$ cat src/rtl/dfe_out_buffer.sv
// Output stage after the CIC + compensation FIR: Q1.15 gain with round/saturate,
// then a show-ahead FIFO drained over valid/ready with level/overflow/saturation status.
module dfe_out_buffer #(
  parameter int W     = 16,
  parameter int FRAC  = 15,
  parameter int DEPTH = 8
) (
  input  logic                       clk,
  input  logic                       rst_n,
  input  logic                       clk_enable,
  input  logic                       flush,
  input  logic                       in_valid,
  input  logic [W-1:0]               in_sample,
  input  logic [W-1:0]               gain,
  input  logic                       out_ready,
  output logic                       out_valid,
  output logic [W-1:0]               out_sample,
  output logic [$clog2(DEPTH):0]     level,
  output logic                       overflow,
  input  logic                       clear_ovf,
  output logic                       sat_pulse
);

  localparam int AW = $clog2(DEPTH);
  localparam logic signed [2*W:0] HALF = (2*W+1)'(1) << (FRAC - 1);
  localparam logic signed [2*W:0] MAXV = (2*W+1)'((1 << (W - 1)) - 1);
  localparam logic signed [2*W:0] MINV = -MAXV - (2*W+1)'(1);

  logic signed [2*W-1:0] prod;
  logic signed [2*W:0]   rnd_sum;
  logic signed [2*W:0]   scaled;
  logic [W-1:0]          sat_val;
  logic                  sat_flag;

  logic                  s1_valid_reg;
  logic [W-1:0]          s1_data_reg;
  logic                  s1_sat_reg;
  logic [AW:0]           wr_ptr_reg;
  logic [AW:0]           rd_ptr_reg;
  logic [W-1:0]          last_reg;
  logic                  overflow_reg;
  logic                  sat_reg;
  logic [W-1:0]          mem [DEPTH];

  logic                  full;
  logic                  pop;
  logic                  wr_en;
  logic                  ovf_event;

  assign prod    = $signed(in_sample) * $signed(gain);
  assign rnd_sum = $signed({prod[2*W-1], prod}) + HALF;
  assign scaled  = rnd_sum >>> FRAC;

  always_comb begin
    sat_flag = 1'b0;
    sat_val  = scaled[W-1:0];
    if (scaled > MAXV) begin
      sat_flag = 1'b1;
      sat_val  = MAXV[W-1:0];
    end else if (scaled < MINV) begin
      sat_flag = 1'b1;
      sat_val  = MINV[W-1:0];
    end
  end

  assign level     = wr_ptr_reg - rd_ptr_reg;
  assign full      = (level == (AW+1)'(DEPTH));
  assign out_valid = (level != '0);
  assign pop       = out_valid && out_ready && clk_enable && !flush;
  // A full FIFO still accepts a write when the head leaves in the same cycle.
  assign wr_en     = s1_valid_reg && clk_enable && !flush && (!full || pop);
  assign ovf_event = s1_valid_reg && clk_enable && !flush && full && !pop;

  // Empty FIFO shows the last popped value rather than stale memory.
  assign out_sample = out_valid ? mem[rd_ptr_reg[AW-1:0]] : last_reg;
  assign overflow   = overflow_reg;
  assign sat_pulse  = sat_reg && clk_enable;

  always_ff @(posedge clk) begin
    if (wr_en) mem[wr_ptr_reg[AW-1:0]] <= s1_data_reg;
  end

  always_ff @(posedge clk or negedge rst_n) begin
    if (!rst_n) begin
      s1_valid_reg <= 1'b0;
      s1_data_reg  <= '0;
      s1_sat_reg   <= 1'b0;
      wr_ptr_reg   <= '0;
      rd_ptr_reg   <= '0;
      last_reg     <= '0;
      overflow_reg <= 1'b0;
      sat_reg      <= 1'b0;
    end else if (clk_enable) begin
      if (flush) begin
        s1_valid_reg <= 1'b0;
        wr_ptr_reg   <= '0;
        rd_ptr_reg   <= '0;
        last_reg     <= '0;
        sat_reg      <= 1'b0;
        if (clear_ovf) overflow_reg <= 1'b0;
      end else begin
        s1_valid_reg <= in_valid;
        s1_data_reg  <= sat_val;
        s1_sat_reg   <= sat_flag;
        sat_reg      <= s1_valid_reg && s1_sat_reg;
        if (pop) begin
          rd_ptr_reg <= rd_ptr_reg + 1'b1;
          last_reg   <= mem[rd_ptr_reg[AW-1:0]];
        end
        if (wr_en) wr_ptr_reg <= wr_ptr_reg + 1'b1;
        if (ovf_event)      overflow_reg <= 1'b1;
        else if (clear_ovf) overflow_reg <= 1'b0;
      end
    end
  end

endmodule

$ cat config.mk
export PLATFORM = sky130hd
export DESIGN_NAME = dfe_out_buffer
export DESIGN_NICKNAME = d
export VERILOG_FILES = /design/src/rtl/dfe_out_buffer.sv
export SDC_FILE = /design/constraint.sdc
export NUM_CORES = 1
export LEC_CHECK = 0
export BUFFER_PORTS_ARGS = -buffer_cell sky130_fd_sc_hd__buf_2
export CAP_MARGIN = 20
export CORE_MARGIN = 5
export CORE_UTILIZATION = 30
export CTS_BUF_LIST = sky130_fd_sc_hd__clkbuf_8
export CTS_CLUSTER_DIAMETER = 40
export DETAILED_ROUTE_END_ITERATION = 8
export GPL_ROUTABILITY_DRIVEN = 1
export GPL_TIMING_DRIVEN = 0
export SYNTH_ARGS = -nofsm -noshare
export SYNTH_HDL_FRONTEND = slang
export SYNTH_SLANG_ARGS = --single-unit
$ cat constraint.sdc
create_clock -name clk -period 7.8 [get_ports clk]
set_input_delay 0.78 -clock clk [delete_from_list [all_inputs] [get_ports clk]]
set_output_delay 0.78 -clock clk [all_outputs]
set_load 0.05 [all_outputs]
==> results of run 1 <==
cells in the mapped netlist (16+ instances only):
cell        n  share of area
and2_1    135          0.049
nand2_1   168          0.037
inv_1     306          0.067
fa_1      268           0.31
a21oi_1    52          0.015
mux4_2     32          0.042
ha_1       83          0.061
xnor2_1    20          0.010
dfrtp_1    44          0.065
a31oi_1    18         0.0066
o21ai_1    21         0.0062
o21ai_0    16         0.0047
clkbuf_1   60          0.013
nor2_1     45         0.0099
edfxtp_1  128           0.23
mux2i_1    18          0.011
critical path: stages:
cell and delay [ns]:
buf_2 0.14, clkbuf_1 0.27, nand2_1 0.20, inv_1 0.10, fa_2 0.68, inv_1 0.09
fa_1 0.58, clkinvlp_4 0.24, fa_1 0.52, fa_1 0.58, fa_1 0.44, fa_1 0.45
ha_1 0.28, clkbuf_1 0.30, nand4_1 0.27, nor2_1 0.24, nand4_1 0.11, o221ai_1 0.37
mux2i_1 0.18, or2_2 0.35, o21ba_4 0.23, buf_6 0.15, o31ai_2 0.22
repair_timing:
| item | 4_1_cts | 5_1_grt |
|---|---|---|
| buffers inserted | 0 | 4 |
| endpoints found under the setup margin | 0 | 16 |
| resized for setup | 0 | 9 |
layout make-up:
type / instances / area share
sequential: 172 / 0.261
tap: 756 / 0.0499
multi-input combinational: 999 / 0.566
buffer: 66 / 0.0137
clock inverter: 13 / 0.00917
timing repair buffer: 75 / 0.0253
inverter: 307 / 0.0610
clock buffer: 19 / 0.0138
through the flow:
| stage | util | worst slack (ns) | cell area [um2] | hold WS, ns | std cells |
|---|---|---|---|---|---|
| after floorplan | - | 0.813 | 17100 | 0.449 | 1546 |
| after global placement | 0.325 | -0.251 | 18300 | 0.468 | 2361 |
| after detailed placement | 0.328 | -0.343 | 18500 | 0.476 | 2372 |
| after CTS | 0.335 | 0.138 | 18900 | 0.495 | 2404 |
| after global routing | 0.336 | 0.0107 | 19000 | 0.145 | 2407 |
| final | 0.336 | 0.374 | 19000 | 0.161 | 2407 |
how the worst max path moves through the flow:
stage                        startpoint                          to
after floorplan                 gain[1]  s1_data_reg[0]$_DFFE_PN0P_
after CTS                 in_sample[15]  s1_data_reg[0]$_DFFE_PN0P_
after detailed placement  in_sample[15]  s1_data_reg[0]$_DFFE_PN0P_
final                           gain[1]  s1_data_reg[3]$_DFFE_PN0P_
after global routing            gain[1]  s1_data_reg[3]$_DFFE_PN0P_
after global placement    in_sample[15]  s1_data_reg[0]$_DFFE_PN0P_
metal layers:
layer	track usage	wire length [um]
met3	0.0211	2420
met1	0.186	18600
met2	0.221	19400
met4	0.0375	1140
met5	0	0
kinds of logic after synthesis:
group | Yosys count | share of synthesized area
multiplexers | 50 | 0.0528
AO/OA/AOI/OAI | 172 | 0.0691
buffers and inverters | 375 | 0.0830
flip-flops | 172 | 0.290
adder cells (fa/ha/maj) | 351 | 0.375
AND/OR/NAND/NOR | 396 | 0.114
XOR/XNOR | 30 | 0.0165
==> flow_summary.json, run 1 <==
{
  "status": "completed",
  "io_buffers": 59,
  "yosysWarnings": 0,
  "r2r-start": "rd_ptr_reg[1]$_DFFE_PN0P_",
  "rr_endpoint": "mem[4][10]$_DFFE_PP_",
  "syn-cell-area_um2": 17100,
  "finalHoldViolations": 0,
  "gp_congestion": 0.919,
  "vias": 11300,
  "worstPathArrival_ns": 7.80,
  "drc_errors": 0,
  "cts_buffer_depth": 2,
  "worst-path-max-fanout": 10,
  "cap_violations": 0,
  "num_rows": 87,
  "antenna_found_initial": 0,
  "drtAntennaViolNets": 0,
  "htreeDepth": 4,
  "clk_latency_ns": 0.47,
  "ctsRootBufferMaster": "clkbuf_8",
  "setup.worst_path.class": "primary input to flop",
  "tns_ns": 0,
  "grt-ovfl-total": 0,
  "clock-sinks": 172,
  "grt_pass1_vias": 12200,
  "nFillCells": 5727,
  "r2r_cells": 12,
  "drive_gt1_frac": 0.103,
  "largest_reg_flops": 128,
  "finalClockSkew_ns": 0.0152,
  "firstDrtPassIters": 5,
  "seq_area_um2": 4940,
  "maxSlewHeadroom": 0.295,
  "die_h_um": 248,
  "syn_area_per_cell_um2": 11.0,
  "yosysSeqAreaShare": 0.290,
  "die_w_um": 248,
  "grt_max_degree": 45,
  "drv_slew": 0,
  "n_antenna_cell": 0,
  "core_area_um2": 56400,
  "final_common_cell": "inv_1",
  "wirelength_um": 41600,
  "synth-main-ff-cell": "edfxtp_1",
  "wire_per_inst_um": 17.3,
  "syn_nets": 1936,
  "cts_buffers": 17,
  "tightest_slew_ns": 1.06,
  "grt_pass1_wl_um": 67400,
  "synthCells": 1546,
  "postCtsHoldBufs": 0,
  "hp-class": "primary input to async pin",
  "yosys.cell_types.count": 69,
  "worstPathRequired_ns": 8.17,
  "rsz0062_at_grt": "false",
  "ys_ff_latch": 172,
  "end_kind": "flop",
  "initial_core_util": 0.303,
  "die_area_um2": 61700,
  "grt.total_usage": 0.134,
  "vias_per_cell": 4.69,
  "finalNetCount": 2028,
  "fin_crit_ns": 7.43,
  "syn2layout_area_growth_pct": 11.2,
  "final_cell_mix": "inv_1, fa_1, nand2_1, and2_1, edfxtp_1",
  "post-route-period-util": 0.952,
  "setup_viol": 0,
  "first_iter_violations": 702,
  "synth_async_sr_flop_share": 0.256,
  "dp_hpwl_um": 33900,
  "synth_edf_count": 128,
  "clkTransAtPathRegs_ns": 0.08,
  "io_pins": 62,
  "cts_tree": "built",
  "cp-start-kind": "primary input",
  "fmax_mhz": 135,
  "multi_input_area_um2": 10700,
  "rrSetupSlack_ns": 3.37
}
Power of run 1 is left out: the tool's default activity adds up to more than one toggle a clock period on the data nets, which glitch-free logic cannot reach.
==> inputs of run 2 (changes only) <==
Settings changed: CORE_UTILIZATION 30 to 52, PLACE_DENSITY from default to 0.69.
Clock period 7.8 ns to 9.5 ns, I/O delays scaled along.
==> flow_summary.json, run 2 (same netlist as run 1, synthesis figures left out) <==
{
  "status": "completed",
  "setup_viol": 0,
  "die_w_um": 191,
  "clkTransAtPathRegs_ns": 0.11,
  "gp_congestion": 0.953,
  "maxSlewHeadroom": 0.294,
  "final_common_cell": "inv_1",
  "io_buffers": 59,
  "grt_pass1_vias": 12300,
  "cts_post_setup_buffers_inserted": 0,
  "rsz0062_at_grt": "false",
  "finalHoldViolations": 0,
  "tns_ns": 0,
  "final_cell_mix": "inv_1, fa_1, nand2_1, and2_1, edfxtp_1",
  "antenna_found_initial": 0,
  "worstPathArrival_ns": 8.33,
  "end_kind": "flop",
  "initial_core_util": 0.526,
  "nFillCells": 2774,
  "fin_crit_ns": 7.94,
  "drtAntennaViolNets": 0,
  "cap_violations": 0,
  "vias_per_cell": 5.51,
  "syn2layout_area_growth_pct": 8.01,
  "clk_latency_ns": 0.47,
  "finalNetCount": 2022,
  "die_area_um2": 36500,
  "core_area_um2": 32500,
  "wire_per_inst_um": 18.8,
  "dp_hpwl_um": 31600,
  "grt_pass1_wl_um": 65200,
  "wirelength_um": 39300,
  "setup.worst_path.class": "primary input to flop",
  "cts_buffers": 17,
  "largest_reg_flops": 128,
  "drv_slew": 0,
  "drc_errors": 0,
  "cts_tree": "built",
  "cts_buffer_depth": 2,
  "io_pins": 62,
  "grt-ovfl-total": 0,
  "grt.total_usage": 0.231,
  "fin_area_um2": 18400,
  "drive_gt1_frac": 0.0967,
  "r2r-start": "rd_ptr_reg[1]$_DFFE_PN0P_",
  "grt_max_degree": 45,
  "finalClockSkew_ns": 0.0177,
  "cp-start-kind": "primary input",
  "hp-class": "primary input to async pin",
  "place_area_um2": 18000,
  "post-route-period-util": 0.836,
  "tightest_slew_ns": 1.06,
  "clock-sinks": 172,
  "die_h_um": 191,
  "cts.repair.resized": 0,
  "num_rows": 66,
  "postCtsHoldBufs": 0,
  "n_antenna_cell": 0,
  "first_iter_violations": 758,
  "fmax_mhz": 126,
  "worst-path-max-fanout": 10,
  "worstPathRequired_ns": 9.89,
  "vias": 11500,
  "firstDrtPassIters": 5,
  "ctsRootBufferMaster": "clkbuf_8",
  "htreeDepth": 4,
  "cp-startpoint": "gain[1]"
}
-- run 2: changes by cell type in the layout (fill, tap and decap cells not counted), sizes merged --
cell / before / now
bufinv: 4 / 0
inv: 308 / 314
buf: 83 / 75
-- run 2: worst paths after layout --
check,to,depth (start not counted),slack [ns]
max,s1_data_reg[0]$_DFFE_PN0P_,25,1.56
min,last_reg[2]$_DFFE_PN0P_,1,0.34
max reg2reg,mem[4][0]$_DFFE_PP_,12,5.05
min reg2reg,last_reg[0]$_DFFE_PN0P_,2,0.49
max in group asynchronous,s1_data_reg[2]$_DFFE_PN0P_,2,8.69
min in group clk,last_reg[0]$_DFFE_PN0P_,2,0.49
-- run 2: metal layers --
metal  GRT usage  vias to the layer above  part of all wire
li1            -                     5115                 -
met1       0.322                     5955              0.42
met2       0.387                      377              0.49
met3      0.0382                       55             0.070
met4      0.0506                        0             0.020
met5           0                        -                 0
-- run 2: critical path, stage by stage --
cell and delay [ns]:
buf_2 0.14, clkbuf_1 0.29, nand2_1 0.23, inv_1 0.11, fa_1 0.72, inv_1 0.11, fa_1 0.48, inv_1 0.31
fa_1 0.51, fa_1 0.50, fa_1 0.49, inv_1 0.05, fa_1 0.47, inv_1 0.04, ha_1 0.25, clkbuf_1 0.30
nand2_1 0.16, nor2_1 0.24, nand2_1 0.13, a2111oi_4 0.52, o221ai_2 0.24, xnor2_4 0.33, clkbuf_1 0.45, a31oi_1 0.19
o31ai_2 0.09
-- run 2: through the flow --
stage | std cells | hold slack [ns] | setup WS [ns] | util
final | 2087 | 0.337 | 1.56 | 0.568
after global routing | 2087 | 0.337 | 1.07 | 0.568
after CTS | 2086 | 0.495 | 1.70 | 0.567
after detailed placement | 2054 | 0.476 | 1.22 | 0.555
after global placement | 2047 | 0.468 | 1.23 | 0.552
after floorplan | 1546 | 0.449 | 2.34 | -
-- run 2: layout make-up --
type	count	area, um2	share of cell area
inverters	307	1150	0.0625
plain buffers	68	264	0.0143
repair buffers	67	398	0.0216
multi-input cells	999	10700	0.582
flip-flops and latches	172	4940	0.268
clock buffers	17	234	0.0127
clock inverters	15	149	0.00808
well taps	442	553	0.0300
Power of run 2 is left out for the same reason.
==> inputs of run 3 (changes only) <==
Settings changed: PLACE_DENSITY 0.69 to 0.71.
Clock period 9.5 ns to 7.1 ns, I/O delays scaled along.
==> flow_summary.json, run 3 (same netlist as run 1, synthesis figures left out) <==
{
  "io_pins": 62,
  "tightest_slew_ns": 1.02,
  "cts_tree": "built",
  "worstPathArrival_ns": 7.28,
  "drive_gt1_frac": 0.122,
  "vias": 11500,
  "final_cell_mix": "inv_1, fa_1, nand2_1, and2_1, edfxtp_1",
  "postCtsHoldBufs": 0,
  "cpMaxStageDelayCell": "fa_2",
  "largest_reg_flops": 128,
  "die_area_um2": 36500,
  "end_kind": "flop",
  "wirelength_um": 38400,
  "post-route-util": 0.573,
  "whs_ns": 0.113,
  "grt-ovfl-total": 0,
  "clk_latency_ns": 0.45,
  "grt_max_degree": 45,
  "finalHoldViolations": 0,
  "setup_viol": 0,
  "vias_per_cell": 5.51,
  "drv_slew": 0,
  "path_buf_inv": 8,
  "path_cells": "buf_2 -> buf_2 -> nand2_1 -> inv_1 -> fa_2 -> inv_1 -> fa_1 -> clkinvlp_4 -> fa_1 -> fa_1 -> fa_1 -> inv_1 -> fa_1 -> inv_1 -> ha_1 -> nand4_1 -> nor2_2 -> nand4_1 -> o221ai_2 -> mux2i_1 -> or2_2 -> o21ba_4 -> buf_6 -> o31ai_2",
  "crit_family": "adder cells",
  "grt_pass1_wl_um": 65300,
  "worst-path-max-fanout": 10,
  "ctsRootBufferMaster": "clkbuf_8",
  "post-route-period-util": 0.975,
  "hp-class": "primary input to async pin",
  "finalNetCount": 2013,
  "core_area_um2": 32500,
  "syn2layout_area_growth_pct": 8.95,
  "fmax_mhz": 144,
  "first_iter_violations": 819,
  "setup.worst_path.class": "primary input to flop",
  "die_w_um": 191,
  "cap_violations": 0,
  "cpPeakStageDelay_ns": 0.63,
  "gp_congestion": 0.930,
  "worstPathRequired_ns": 7.46,
  "cts_buffers": 17,
  "antenna_found_initial": 1,
  "firstDrtPassIters": 6,
  "grt.total_usage": 0.230,
  "htreeDepth": 4,
  "drtAntennaViolNets": 0,
  "wire_per_inst_um": 18.5,
  "cp-start-kind": "primary input",
  "critPathMostFrequentCell": "fa_1",
  "grt_pass1_vias": 12200,
  "dp_hpwl_um": 31300,
  "final_common_cell": "inv_1",
  "num_rows": 66,
  "nFillCells": 2752,
  "io_buffers": 59,
  "cts_buffer_depth": 2,
  "die_h_um": 191,
  "finalClockSkew_ns": 0.0119,
  "clkTransAtPathRegs_ns": 0.09,
  "n_antenna_cell": 0,
  "status": "completed",
  "fin_crit_ns": 6.92,
  "maxSlewHeadroom": 0.322,
  "clock-sinks": 172,
  "drc_errors": 0,
  "initial_core_util": 0.526
}
-- run 3: cell count changes in the layout (fill, tap and decap cells not counted), sizes merged --
cell    change
clkbuf     -18
inv         -5
buf         +9
clkinv      +2
bufinv      +3
-- run 3: cell type report --
| type | count | area, um2 | share of cell area |
|---|---|---|---|
| Multi-Input combinational cell | 999 | 10800 | 0.582 |
| Tap cell | 442 | 553 | 0.0297 |
| Clock buffer | 17 | 234 | 0.0126 |
| Clock inverter | 15 | 173 | 0.00929 |
| Inverter | 307 | 1160 | 0.0624 |
| Timing Repair Buffer | 75 | 490 | 0.0264 |
| Buffer | 51 | 223 | 0.0120 |
| Sequential cell | 172 | 4940 | 0.266 |
-- run 3: worst paths after layout --
check	start	endpoint	slack [ns]	depth (start not counted)
max reg2reg	rd_ptr_reg[1]$_DFFE_PN0P_	mem[2][15]$_DFFE_PP_	2.95	12
min reg2reg	last_reg[15]$_DFFE_PN0P_	last_reg[15]$_DFFE_PN0P_	0.49	2
max in group asynchronous	rst_n	s1_data_reg[9]$_DFFE_PN0P_	6.50	2
max	in_sample[15]	s1_data_reg[3]$_DFFE_PN0P_	0.18	24
min in group clk	in_valid	s1_valid_reg$_DFFE_PN0P_	0.49	2
min	rst_n	last_reg[15]$_DFFE_PN0P_	0.11	1
-- run 3: what timing repair did --
item                                    4_1_cts  5_1_grt
setup buffers                                 2        4
endpoints found under the hold margin         0        0
pin swaps                                     3        4
gates resized for setup                       9       46
endpoints found under the setup margin       17       17
-- run 3: per-stage QoR --
stage / std cells / cell area, um2 / setup WS (ns) / setup TNS (ns)
2_1_floorplan: 1546 / 17100 / 0.183 / 0
3_3_place_gp: 2047 / 17900 / -0.874 / -13.38
3_5_place_dp: 2056 / 18100 / -0.997 / -14.77
4_1_cts: 2085 / 18500 / 0.00639 / 0
5_1_grt: 2078 / 18600 / -0.0200 / -0.0234
6_report: 2078 / 18600 / 0.178 / 0
-- run 3: per-layer routing --
metal | part of all wire | routed length, um | track usage
met5 | 0 | 0 | 0
met4 | 0.019 | 731 | 0.0492
met3 | 0.066 | 2530 | 0.0281
met2 | 0.49 | 18800 | 0.380
met1 | 0.42 | 16300 | 0.333
Power of run 3 is left out for the same reason.
